==> src/rtl/vec_mul_ctrl.sv <==
// rtl/vec_mul_ctrl.sv - control sequencer for the 1x64 vector-multiply datapath
// Pops/reloads weights, streams UB addresses, and schedules result writes behind the array latency.
module vec_mul_ctrl #(
  parameter int ADDRESSSIZE = 10,
  parameter int PIPE_LAT    = 8
) (
  input  logic                   clk,
  input  logic                   rst,
  input  logic                   start,
  input  logic                   reuse_w,
  input  logic [ADDRESSSIZE-1:0] base_addr,
  input  logic [ADDRESSSIZE-1:0] num_vec,
  input  logic [ADDRESSSIZE-1:0] res_base,
  input  logic                   fifo_empty,
  output logic                   fifo_read_enable,
  output logic                   weight_reload,
  output logic [ADDRESSSIZE-1:0] sram_address,
  output logic                   res_write_enable,
  output logic [ADDRESSSIZE-1:0] res_address,
  output logic                   busy,
  output logic                   end_,
  output logic                   err
);

  typedef enum logic [2:0] {
    S_IDLE, S_LOAD_W, S_RELOAD, S_STREAM, S_DRAIN, S_DONE
  } state_t;

  state_t                 r_state;
  state_t                 w_next;
  logic [PIPE_LAT:0]      r_pend;
  logic [ADDRESSSIZE-1:0] r_base;
  logic [ADDRESSSIZE-1:0] r_cnt;
  logic [ADDRESSSIZE-1:0] r_ub_addr;
  logic [ADDRESSSIZE-1:0] r_res_addr;
  logic                   r_err;
  logic                   w_accept;
  logic                   w_reject;
  logic                   w_push;
  logic                   w_last;

  always_ff @(posedge clk) begin
    if (rst) r_state <= S_IDLE;
    else     r_state <= w_next;
  end

  always_comb begin
    w_next           = r_state;
    w_accept         = 1'b0;
    w_reject         = 1'b0;
    w_push           = 1'b0;
    w_last           = (r_cnt == ADDRESSSIZE'(1));
    fifo_read_enable = 1'b0;
    weight_reload    = 1'b0;
    busy             = 1'b1;
    end_             = 1'b0;
    case (r_state)
      S_IDLE: begin
        busy = 1'b0;
        if (start) begin
          if (num_vec == '0 || (!reuse_w && fifo_empty)) begin
            w_reject = 1'b1;
          end else begin
            w_accept = 1'b1;
            w_next   = reuse_w ? S_STREAM : S_LOAD_W;
          end
        end
      end
      S_LOAD_W: begin
        fifo_read_enable = 1'b1;
        w_next           = S_RELOAD;
      end
      S_RELOAD: begin
        weight_reload = 1'b1;
        w_next        = S_STREAM;
      end
      S_STREAM: begin
        w_push = 1'b1;
        if (w_last) w_next = S_DRAIN;
      end
      // Look one shift ahead so end_ lands the cycle after the final write.
      S_DRAIN: begin
        if (r_pend[PIPE_LAT-1:0] == '0) w_next = S_DONE;
      end
      S_DONE: begin
        end_   = 1'b1;
        w_next = S_IDLE;
      end
      default: w_next = S_IDLE;
    endcase
  end

  always_ff @(posedge clk) begin
    if (rst) begin
      r_pend     <= '0;
      r_base     <= '0;
      r_cnt      <= '0;
      r_ub_addr  <= '0;
      r_res_addr <= '0;
      r_err      <= 1'b0;
    end else begin
      r_err  <= w_reject;
      r_pend <= {r_pend[PIPE_LAT-1:0], w_push};
      if (w_accept) begin
        r_base     <= base_addr;
        r_cnt      <= num_vec;
        r_res_addr <= res_base;
        if (reuse_w) r_ub_addr <= base_addr;
      end
      // UB address only moves when STREAM begins, so it holds its last value elsewhere.
      if (r_state == S_RELOAD) r_ub_addr <= r_base;
      if (r_state == S_STREAM && !w_last) begin
        r_ub_addr <= r_ub_addr + 1'b1;
        r_cnt     <= r_cnt - 1'b1;
      end
      if (r_pend[PIPE_LAT]) r_res_addr <= r_res_addr + 1'b1;
    end
  end

  assign sram_address     = r_ub_addr;
  assign res_write_enable = r_pend[PIPE_LAT];
  assign res_address      = r_res_addr;
  assign err              = r_err;

endmodule

==> config.mk <==
export PLATFORM = sky130hd
export DESIGN_NAME = vec_mul_ctrl
export DESIGN_NICKNAME = d
export VERILOG_FILES = /design/src/rtl/vec_mul_ctrl.sv
export SDC_FILE = /design/constraint.sdc
export NUM_CORES = 1
export LEC_CHECK = 0
export BUFFER_PORTS_ARGS = -buffer_cell sky130_fd_sc_hd__buf_2
export CELL_PAD_IN_SITES_DETAIL_PLACEMENT = 1
export CELL_PAD_IN_SITES_GLOBAL_PLACEMENT = 1
export CORE_UTILIZATION = 42
export DETAILED_ROUTE_END_ITERATION = 7
export PLACE_DENSITY_LB_ADDON = 0.1
export SLEW_MARGIN = 20
export SYNTH_ARGS = -nofsm -noshare
export SYNTH_HDL_FRONTEND = slang
export SYNTH_SLANG_ARGS = --single-unit
==> constraint.sdc <==
create_clock -name clk -period 7 [get_ports clk]
set_clock_uncertainty 0.1 [all_clocks]
set_input_delay 1.05 -clock clk [delete_from_list [all_inputs] [get_ports clk]]
set_output_delay 1.05 -clock clk [all_outputs]
set_load 0.005 [all_outputs]
==> summary.txt <==
Status
  – Status: complete, no violations

Pwr
  – Leakage power: 0.00123 uW
  – Worst VDD drop: 125 uV
  – PD cells: 295 nW/um^2

Final layout
  – Number of diodes: 0
  – Multi-input combinational cell area: 1470 um^2
  – Post-route cell area: 3100 um^2
  – Fillers: 774
  – Share of layout cells above drive strength 1: 0.230
  – Final Net Count: 416
  – Register Area: 1060 um^2
  – Area grow syn2layout: 17.3%

Route
  – DRT Wirelength: 7.52 mm
  – Final ANT Viol Nets: 0
  – Via count: 2622
  – Pre-Repair DR Iteration Count: 4
  – DR vias/cell: 5.79
  – 1st-iter DRT viols: 79
  – Routed length per placed instance: 16.6 um
  – DR DRC count: 0

Clocking
  – Total CTS buffers: 5
  – Hold_buf cts: 0
  – Root buf cell: clkbuf_8
  – Clock-pin slew on the worst setup and hold paths: 0.10 ns
  – CTS tree: done
  – Post-CTS setup buffer count: 0
  – Post-CTS Resized: 0
  – Htree depth: 2
  – Worst-case clock buffer depth: 2
  – Worst skew pair latency: 0.31 ns
  – Clock sink total: 53

Floorplan
  – Initial core utilization: 0.440
  – Core ar.: 5990 um^2
  – Die H: 81.3 um
  – Num ports: 61
  – Row cnt: 28
  – Chip width: 81.3 um
  – Die area: 6600 um^2

STA
  – Setup tns final: 0 ns
  – Worst-Margin Slew: 1.00 ns
  – Post-layout min period: 3.03 ns
  – Fmax: 0.330 GHz
  – Slew Viols, Final: 0
  – Crit share post-route: 0.433
  – # setup viols final: 0
  – RSZ-0062 raised after global routing: no
  – Hold Vio Cnt, Final: 0
  – Normalized max-slew margin: 0.331

Synth
  – Largest cells by area after synthesis: dfxtp_1 (40%), a21oi_1 (7.8%), nand2_1 (6.5%), nor2_1 (3.3%), nand3_1 (3.2%)
  – Mapped cell area: 2640 um^2
  – Syn_nets: 367
  – Syn Inst Count: 328
  – Average size of a mapped cell: 8.05 um^2
  – Post-synth EDFFs: 0
  – Post-synthesis register bit count: 53
  – Top_reg_cell synth: dfxtp_1
  – Synth unique cells: 54
  – Ys async rst share: 0
  – Leading area contributor after synthesis: dfxtp_1
  – Synth top area share: 0.402
  – Sequential area share after synthesis: 0.402
  – YS warnings: 0

Placement
  – Port bufs: 60
  – Gpl congestion: 0.755
  – Placed Instance Area: 2960 um^2
  – Detailed placement HPWL: 5.37 mm

Setup path
  – Crit Path Max Fanout: 11
  – R2r endpoint: sram_address[9]
  – Crit path max-delay family: simple AND/OR/NAND/NOR gates
  – Crit-path max cell delay: 0.64 ns
  – Worst path bufs/invs: 2
  – Slowest-stage cell, CP: or3b_2
  – Reg2reg setup slack: 4.19 ns
  – WS Path Type: reg2out
  – RR Startpoint: r_cnt[0]
  – Required time of the critical path: 5.85 ns
  – Crit path DAT: 1.88 ns
  – CP Cell Sequence: or3b_2 > clkinv_1 > buf_2
  – Setup crit end kind: output pin
  – Worst setup SP type: flip-flop
  – Reg2Reg Depth: 6

Min path
  – Hold Path End: r_base[4]
  – Hold Crit Start: r_base[4]
  – WHS Path Cells: 2
  – Hold crit path type: reg2reg

Global route
  – Largest net degree at the start of global routing: 54
  – First-pass GRT wire length: 12.2 mm
  – Vias in the first global route: 2541
  – Congestion Overflow GR: 0
  – Initial antenna violation count: 0
  – GRT Total Usage: 0.241

Flow run
  – Max-cap violations: 0
==> area by class of cell <==
cell class | count | share of cell area
clock buffer | 5 | 0.0222
inverter | 6 | 0.00728
multi-input combinational | 249 | 0.475
tap | 75 | 0.0303
timing repair buffer | 62 | 0.102
sequential | 53 | 0.343
clock inverter | 3 | 0.0210
==> worst register-to-register path, cell delays in order (launching register included) <==
cell,delay [ns]
dfxtp_1,0.44
ha_1,0.22
or3b_2,0.53
o41a_1,0.57
a21oi_1,0.51
o21bai_1,0.14
nor4b_1,0.16
==> cell usage in the layout (no fill, tap or decap), types with 4 or more instances in the layout <==
master     n
buf_2     60
dfxtp_1   53
nand2_1   46
a21oi_1   41
nor2_1    23
nand3_1   16
nor3_1    15
nor2b_1   10
a31oi_1   10
or3b_2     6
nor4_1     6
nand4_1    6
inv_1      5
a22oi_1    5
o21ai_0    5
clkbuf_8   5
nand3b_1   4
ha_1       4
==> sequential cells by signal, summed over array words and instances, names as in the netlist <==
| register | count |
|---|---|
| err | 1 |
| r_base | 10 |
| r_cnt | 10 |
| r_pend | 9 |
| r_state | 3 |
| res_address | 10 |
| sram_address | 10 |
==> metal layers <==
metal	vias up	share of wire	wire length [um]	global-route usage
met5	-	0	0	0
li1	1300	-	-	-
met2	63	0.49	3690	0.432
met1	1250	0.46	3470	0.295
met3	9	0.036	268	0.0315
met4	0	0.012	94	0.0750
==> cells by family after synthesis <==
kind of cell    Yosys count  synth area share
simple gates            151             0.294
compound gates           90             0.225
flops                    53             0.402
buf+inv                  26            0.0450
fa+ha+maj                 4            0.0190
mux                       3            0.0123
xor+xnor                  1           0.00332
==> power by group <==
group | internal, uW | switching, uW | leakage [uW]
combinational | 118 | 155 | 0.000731
clock | 142 | 105 | 0.0000681
sequential | 343 | 51.2 | 0.000433
total | 603 | 312 | 0.00123
==> Yosys cell counts, drive strengths merged, types with 5 or more instances <==
library cell  number
nor2              23
nor4               6
nand4              6
a22oi              5
o21ai              5
buf                5
dfxtp             53
a31oi             10
a21oi             42
or3b               6
nor2b             10
nand2             46
clkbuf            15
inv                5
nor3              16
nand3             17
==> how the worst max path moves through the flow <==
stage                          to  slack, ns       start  depth (start not counted)
global route        weight_reload       3.89  r_state[1]                          3
floorplan                r_cnt[5]       4.42  num_vec[4]                          6
CTS                      r_cnt[5]       3.85  num_vec[4]                          6
global placement         r_cnt[5]       3.58  num_vec[4]                          6
finish              weight_reload       3.97  r_state[1]                          3
detailed placement       r_cnt[5]       3.52  num_vec[8]                          6
==> per-stage QoR <==
stage / power (uW) / util / hold WS [ns] / setup slack [ns] / instances
final: 915 / 0.517 / 0.361 / 3.97 / 453
after global routing: 970 / 0.517 / 0.382 / 3.89 / 453
after CTS: 919 / 0.516 / 0.365 / 3.85 / 453
after detailed placement: 672 / 0.494 / 0.351 / 3.52 / 445
after global placement: 662 / 0.494 / 0.343 / 3.58 / 445
after floorplan: 583 / - / 0.336 / 4.42 / 328
(Power assumes the default switching activity.)
